`config.mk`:
```
export PLATFORM = sky130hd
export DESIGN_NAME = key_event_queue_flat
export DESIGN_NICKNAME = d
export VERILOG_FILES = /design/src/rtl/key_event_queue_if.sv /design/src/rtl/key_event_queue.sv /design/src/flat_wrapper.sv
export SDC_FILE = /design/constraint.sdc
export NUM_CORES = 1
export LEC_CHECK = 0
export ABC_CLOCK_PERIOD_IN_PS = 8600
export BUFFER_PORTS_ARGS = -buffer_cell sky130_fd_sc_hd__buf_4
export CORE_ASPECT_RATIO = 1.2
export CORE_MARGIN = 4
export CORE_UTILIZATION = 61
export CTS_BUF_LIST = sky130_fd_sc_hd__clkbuf_16
export CTS_CLUSTER_SIZE = 20
export DETAILED_ROUTE_END_ITERATION = 7
export PLACE_DENSITY = 0.85
export SLEW_MARGIN = 30
export SYNTH_ARGS = -nofsm -noshare
export SYNTH_HDL_FRONTEND = slang
export SYNTH_SLANG_ARGS = --single-unit
```
`constraint.sdc`:
```
create_clock -name clk -period 8.6 [get_ports clk]
set_clock_uncertainty 0.1 [all_clocks]
set_input_delay 0.43 -clock clk [delete_from_list [all_inputs] [get_ports clk]]
set_output_delay 0.43 -clock clk [all_outputs]
set_load 0.01 [all_outputs]
```
`src/rtl/key_event_queue_if.sv`:
```
// CPU-facing bundle of the key event queue: debounced key levels in, head event,
// fill level and sticky overflow out.
interface key_event_queue_if #(
   parameter int NKEYS = 8,
   parameter int DEPTH = 8
);
   localparam int CW = $clog2(DEPTH) + 1;

   logic [NKEYS-1:0] keys;
   logic             rd;
   logic             clr;
   logic [7:0]       ev_data;
   logic             ev_valid;
   logic [CW-1:0]    count;
   logic             overflow;

   modport master (
      output keys, rd, clr,
      input  ev_data, ev_valid, count, overflow
   );

   modport slave (
      input  keys, rd, clr,
      output ev_data, ev_valid, count, overflow
   );
endinterface

```
`src/rtl/key_event_queue.sv`:
```
// Turns debounced key levels into press/release/auto-repeat events held in a
// first-word-fall-through FIFO that the CPU pops one entry at a time.
module key_event_queue #(
   parameter int          NKEYS        = 8,
   parameter int          DEPTH        = 8,
   parameter logic [23:0] REPEAT_DELAY = 24'd5000000,
   parameter logic [23:0] REPEAT_RATE  = 24'd1000000
) (
   input logic              clk,
   input logic              rst,
   key_event_queue_if.slave bus
);
   localparam int AW = $clog2(DEPTH);
   localparam int PW = AW + 1;
   localparam logic [1:0] EV_PRESS   = 2'b01;
   localparam logic [1:0] EV_RELEASE = 2'b10;
   localparam logic [1:0] EV_REPEAT  = 2'b11;

   logic [NKEYS-1:0] prev_q, prev_d;
   logic [NKEYS-1:0] pend_p_q, pend_p_d;
   logic [NKEYS-1:0] pend_r_q, pend_r_d;
   logic             rep_active_q, rep_active_d;
   logic             rep_pend_q, rep_pend_d;
   logic [5:0]       rep_key_q, rep_key_d;
   logic [23:0]      rep_cnt_q, rep_cnt_d;
   logic [PW-1:0]    wr_ptr_q, wr_ptr_d;
   logic [PW-1:0]    rd_ptr_q, rd_ptr_d;
   logic             overflow_q, overflow_d;
   logic [7:0]       mem_q [DEPTH];

   logic [NKEYS-1:0] rise_s, fall_s;
   logic [63:0]      keys_ext_s, pend_p_ext_s;
   logic [63:0]      svc_p_s, svc_r_s;
   logic             svc_rep_s;
   logic             found_s;
   logic [5:0]       idx_s;
   logic             ev_req_s;
   logic [7:0]       ev_s;
   logic [PW-1:0]    count_s;
   logic             full_s, empty_s, pop_s, push_s, push_en_s;

   // Lowest set index; the downward scan leaves the smallest match in r.
   function automatic logic [6:0] find_first(input logic [NKEYS-1:0] v);
      logic [6:0] r;
      r = 7'd0;
      for (int k = NKEYS - 1; k >= 0; k--) begin
         if (v[k]) r = {1'b1, 6'(k)};
      end
      return r;
   endfunction

   assign keys_ext_s   = 64'(bus.keys);
   assign pend_p_ext_s = 64'(pend_p_q);
   assign rise_s       = bus.keys & ~prev_q;
   assign fall_s       = ~bus.keys & prev_q;
   assign count_s      = wr_ptr_q - rd_ptr_q;
   assign full_s       = (count_s == PW'(DEPTH));
   assign empty_s      = (count_s == PW'(0));
   assign pop_s        = bus.rd && !empty_s;
   assign push_s       = ev_req_s && (!full_s || pop_s);
   assign push_en_s    = push_s && !bus.clr;

   // Arbiter: one event per cycle, pending edges by index, then the repeat.
   always_comb begin
      {found_s, idx_s} = find_first(pend_p_q | pend_r_q);
      svc_p_s   = 64'd0;
      svc_r_s   = 64'd0;
      svc_rep_s = 1'b0;
      ev_req_s  = 1'b0;
      ev_s      = 8'h00;
      if (found_s) begin
         ev_req_s = 1'b1;
         if (pend_p_ext_s[idx_s]) begin
            ev_s    = {EV_PRESS, idx_s};
            svc_p_s = 64'd1 << idx_s;
         end else begin
            ev_s    = {EV_RELEASE, idx_s};
            svc_r_s = 64'd1 << idx_s;
         end
      end else if (rep_pend_q) begin
         ev_req_s  = 1'b1;
         ev_s      = {EV_REPEAT, rep_key_q};
         svc_rep_s = 1'b1;
      end else begin
         ev_req_s = 1'b0;
      end
   end

   // Next state of edge flags, repeat tracker, pointers and overflow.
   always_comb begin
      prev_d       = bus.keys;
      pend_p_d     = '0;
      pend_r_d     = '0;
      rep_active_d = 1'b0;
      rep_pend_d   = 1'b0;
      rep_key_d    = rep_key_q;
      rep_cnt_d    = rep_cnt_q;
      wr_ptr_d     = PW'(0);
      rd_ptr_d     = PW'(0);
      overflow_d   = 1'b0;
      if (bus.clr) begin
         rep_key_d = 6'd0;
         rep_cnt_d = 24'd0;
      end else begin
         pend_p_d     = (pend_p_q & ~svc_p_s[NKEYS-1:0]) | rise_s;
         pend_r_d     = (pend_r_q & ~svc_r_s[NKEYS-1:0]) | fall_s;
         wr_ptr_d     = wr_ptr_q + PW'(push_s);
         rd_ptr_d     = rd_ptr_q + PW'(pop_s);
         overflow_d   = overflow_q || (ev_req_s && !push_s);
         rep_active_d = rep_active_q;
         rep_pend_d   = rep_pend_q && !svc_rep_s;
         if (push_s && (ev_s[7:6] == EV_PRESS)) begin
            rep_key_d    = ev_s[5:0];
            rep_active_d = 1'b1;
            rep_pend_d   = 1'b0;
            rep_cnt_d    = REPEAT_DELAY;
         end else if (rep_active_q) begin
            if (!keys_ext_s[rep_key_q]) begin
               rep_active_d = 1'b0;
               rep_pend_d   = 1'b0;
            end else if (rep_cnt_q == 24'd1) begin
               rep_pend_d = 1'b1;
               rep_cnt_d  = REPEAT_RATE;
            end else begin
               rep_cnt_d = rep_cnt_q - 24'd1;
            end
         end else begin
            rep_cnt_d = rep_cnt_q;
         end
      end
   end

   // Control state registers.
   always_ff @(posedge clk or posedge rst) begin
      if (rst) begin
         prev_q       <= '0;
         pend_p_q     <= '0;
         pend_r_q     <= '0;
         rep_active_q <= 1'b0;
         rep_pend_q   <= 1'b0;
         rep_key_q    <= 6'd0;
         rep_cnt_q    <= 24'd0;
         wr_ptr_q     <= PW'(0);
         rd_ptr_q     <= PW'(0);
         overflow_q   <= 1'b0;
      end else begin
         prev_q       <= prev_d;
         pend_p_q     <= pend_p_d;
         pend_r_q     <= pend_r_d;
         rep_active_q <= rep_active_d;
         rep_pend_q   <= rep_pend_d;
         rep_key_q    <= rep_key_d;
         rep_cnt_q    <= rep_cnt_d;
         wr_ptr_q     <= wr_ptr_d;
         rd_ptr_q     <= rd_ptr_d;
         overflow_q   <= overflow_d;
      end
   end

   // FIFO storage; contents are only visible while non-empty, so no reset.
   always_ff @(posedge clk) begin
      if (push_en_s) begin
         mem_q[wr_ptr_q[AW-1:0]] <= ev_s;
      end
   end

   assign bus.ev_valid = !empty_s;
   assign bus.count    = count_s;
   assign bus.overflow = overflow_q;
   assign bus.ev_data  = empty_s ? 8'h00 : mem_q[rd_ptr_q[AW-1:0]];
endmodule

```
`src/flat_wrapper.sv`:
```
// flat-port wrapper written by rule: the top's interface ports become plain ports
module key_event_queue_flat 
#(
   parameter int          NKEYS        = 8,
   parameter int          DEPTH        = 8,
   parameter logic [23:0] REPEAT_DELAY = 24'd5000000,
   parameter logic [23:0] REPEAT_RATE  = 24'd1000000
)
  (clk, rst, bus_keys, bus_rd, bus_clr, bus_ev_data, bus_ev_valid, bus_count, bus_overflow);
  key_event_queue_if #(.NKEYS(NKEYS), .DEPTH(DEPTH)) bus_i ();
  input logic clk;
  input logic rst;
  input wire logic [$bits(bus_i.keys)-1:0] bus_keys;
  input wire logic [$bits(bus_i.rd)-1:0] bus_rd;
  input wire logic [$bits(bus_i.clr)-1:0] bus_clr;
  output wire logic [$bits(bus_i.ev_data)-1:0] bus_ev_data;
  output wire logic [$bits(bus_i.ev_valid)-1:0] bus_ev_valid;
  output wire logic [$bits(bus_i.count)-1:0] bus_count;
  output wire logic [$bits(bus_i.overflow)-1:0] bus_overflow;
  assign bus_i.keys = bus_keys;
  assign bus_i.rd = bus_rd;
  assign bus_i.clr = bus_clr;
  assign bus_ev_data = bus_i.ev_data;
  assign bus_ev_valid = bus_i.ev_valid;
  assign bus_count = bus_i.count;
  assign bus_overflow = bus_i.overflow;
  key_event_queue #(.NKEYS(NKEYS), .DEPTH(DEPTH), .REPEAT_DELAY(REPEAT_DELAY), .REPEAT_RATE(REPEAT_RATE)) u_core (.clk(clk), .rst(rst), .bus(bus_i));
endmodule
```
==> reports/metrics.yaml <==
worst_setup_path:
  cp_top_family: "simple AND/OR/NAND/NOR gates"
  crit_type: "flop to output pin"
  cp.required_ns: 8.07
  cpMaxStageDelayCell: "dfrtp_1"
  path_max_fanout: 19
  worstPathArrival_ns: 3.50
  cpPeakStageDelay_ns: 0.88
  critical_path_buf_inv_count: 2
  crit_path_cell_trace: "inv_1, fa_1, xor2_1, or3_1, nor2_1, a21oi_1, buf_4"
  cp-end-kind: "output pin"
  critPathLaunchType: "flop"
floorplanning:
  core_area_um2: 9710
  initial_core_util_pct: 63.5
  die_h_um: 118
  die_w_um: 99.8
  num_io_pins: 26
  rows: 39
  die_area_um2: 11800
clock_network:
  cts_resized: 0
  root_buffer: "clkbuf_16"
  worstSkewPairLatency_ns: 0.41
  path_clk_slew_ns: 0.05
  ctsHoldBuffers: 0
  cts.path.max_buffers: 2
  cts_made_buffers: 17
  htreeDepth: 4
  cts_tree: "done"
  cts_sinks: 129
  post_cts_buffers: 0
route:
  firstDrtPassIters: 5
  dr.first_iter.drc_count: 332
  drtAntennaViolNets: 0
  wl_mm: 13.8
  post-route-drc-count: 0
  wl_per_cell_um: 20.3
  viasPerCell: 6.52
  routed-via-count: 4411
final_layout:
  syn2layout_area_growth_pct: 13.4
  final_layout_size_suffix_gt1_share_pct: 17.9
  nNetsFinal: 563
  final_cell_mix: "64 x dfrtp_1, 64 x edfxtp_1, 53 x a21oi_1"
  diodes: 0
  postLayoutCoreUtil_pct: 72.0
  nFillCells: 633
  final_cells: 677
sta:
  timing.final.crit_share_pct: 46.9
  finalSetupViolCount: 0
  relSlewSlack_pct: 36.3
  hold_viol: 0
  tns_ns: 0
  rsz0062_at_grt: "false"
  max_freq_mhz: 248
  worst_pin_slew_ns: 0.952
  fin_crit_ns: 4.03
  hold_slack_ns: 0.0512
  drv_slew: 0
global_routing:
  grt_pass1_wl_mm: 22.7
  grt_usage_pct: 24.8
  grt_antenna_before_repair: 0
  grt_overflow: 0
  grt_max_degree: 66
  grt_pass1_vias: 4518
synth:
  synth_nets: 535
  synth-seq-cells: 129
  ys_async_sr_fraction_pct: 50.4
  synth_edf_count: 64
  yosysWarnings: 0
  synthCells: 513
  netlist_area_um2: 6160
  avgSynthCellArea_um2: 12.0
  ys_types: 65
  synthFlopType: "dfrtp_1"
  ys_seq_area_share_pct: 57.6
pwr:
  power_density_nw_per_um2: 313
  total_power_uw: 2190
  p_leak_uw: 0.00268
  vdd_drop_max_mv: 0.167
flow_run:
  max_cap_violations: 0
placed_design:
  post-place-cells: 645
  port_buffers: 25
  hpwl_mm: 8.67
  gp_congestion: 0.918
status:
  run_status: "complete, no violations"
worst_hold_path:
  hp-class: "primary input to flop"
-- routing by layer --
metal	up-vias	share of wire (%)	GRT usage [%]
li1	1974	-	-
met2	204	52	41.6
met1	2191	39	31.0
met4	0	2.9	10.1
met5	-	0	0
met3	42	6.7	5.69
-- cell usage after synthesis, types with 3 or more instances --
library cell  number  area share [%]
ha_1               9             1.8
edfxtp_1          64              31
mux2i_1            3            0.49
nor2_4            10             1.8
clkbuf_1          13            0.79
nand3_1           16             1.3
nand2b_1          12             1.2
xor2_1             4            0.57
and2_1             8            0.81
nor4_1             9            0.91
a2bb2oi_1          3            0.43
dfrtp_1           65              26
a311oi_1           4            0.57
a21oi_1           53             4.3
nor3_1            17             1.4
xnor2_1            3            0.43
nand3b_1           4            0.49
or4_1              4            0.49
nor2b_1            7            0.71
a21o_1             3            0.37
o31ai_1            3            0.37
o21ai_0           13             1.1
and3_1             5            0.51
inv_1             17             1.0
or3_1              5            0.51
nor2_1            42             2.6
nand2_1           42             2.6
mux4_2            18             6.6
nor3b_1            4            0.49
a311oi_2           3            0.73
-- through the flow --
stage / worst slack [ns] / cell area, um2
after floorplan: 4.51 / 6160
after global placement: 4.68 / 6430
after detailed placement: 4.94 / 6430
after CTS: 4.52 / 6990
after global routing: 4.36 / 6990
final: 4.57 / 6990
-- area by class of cell --
cell class,count,area (um2),share of cell area [%]
clock buffer,17,425,6.08
clock inverter,15,131,1.88
inverter,20,75.1,1.07
multi-input combinational,344,2440,34.9
sequential,129,3550,50.8
tap,123,154,2.20
timing repair buffer,29,218,3.11
-- power by group --
part	switching, uW	internal [uW]	total, uW
clock	252	418	671
sequential	82.7	739	822
combinational	404	294	698
total	739	1450	2190
-- final timing paths --
| kind | from | to | slack, ns | depth (start not counted) |
|---|---|---|---|---|
| max | u_core.rd_ptr_q[1]$_DFF_PP0_ | bus_ev_data[4] | 4.57 | 7 |
| min | bus_keys[1] | u_core.prev_q[1]$_DFF_PP0_ | 0.05 | 1 |
| max reg2reg | u_core.rd_ptr_q[1]$_DFF_PP0_ | u_core.rd_ptr_q[1]$_DFF_PP0_ | 4.82 | 9 |
| min reg2reg | u_core.rep_key_q[3]$_DFFE_PP0P_ | u_core.rep_key_q[3]$_DFFE_PP0P_ | 0.42 | 1 |
| max in group asynchronous | rst | u_core.rd_ptr_q[0]$_DFF_PP0_ | 7.67 | 3 |
| min in group asynchronous | rst | u_core.prev_q[4]$_DFF_PP0_ | 0.17 | 3 |
-- flip-flops by register name, indices dropped and copies added, names as in the netlist --
| signal | count |
|---|---|
| u_core.rep_pend_q | 1 |
| u_core.bus.overflow | 1 |
| u_core.rep_key_q | 6 |
| u_core.rd_ptr_q | 4 |
| u_core.pend_p_q | 8 |
| u_core.mem_q | 64 |
| u_core.prev_q | 8 |
| u_core.rep_active_q | 1 |
| u_core.rep_cnt_q | 24 |
| u_core.pend_r_q | 8 |
| u_core.wr_ptr_q | 4 |
-- logic make-up after synthesis --
family                     synth area share, %
buffers and inverters                     2.98
adders and majority gates                 2.15
DFF                                       57.6
muxes                                     7.25
AOI/OAI and AO/OA                         11.6
xor gates and xnor gates                 0.995
and+or+nand+nor                           17.4
(Power assumes the default switching activity.)
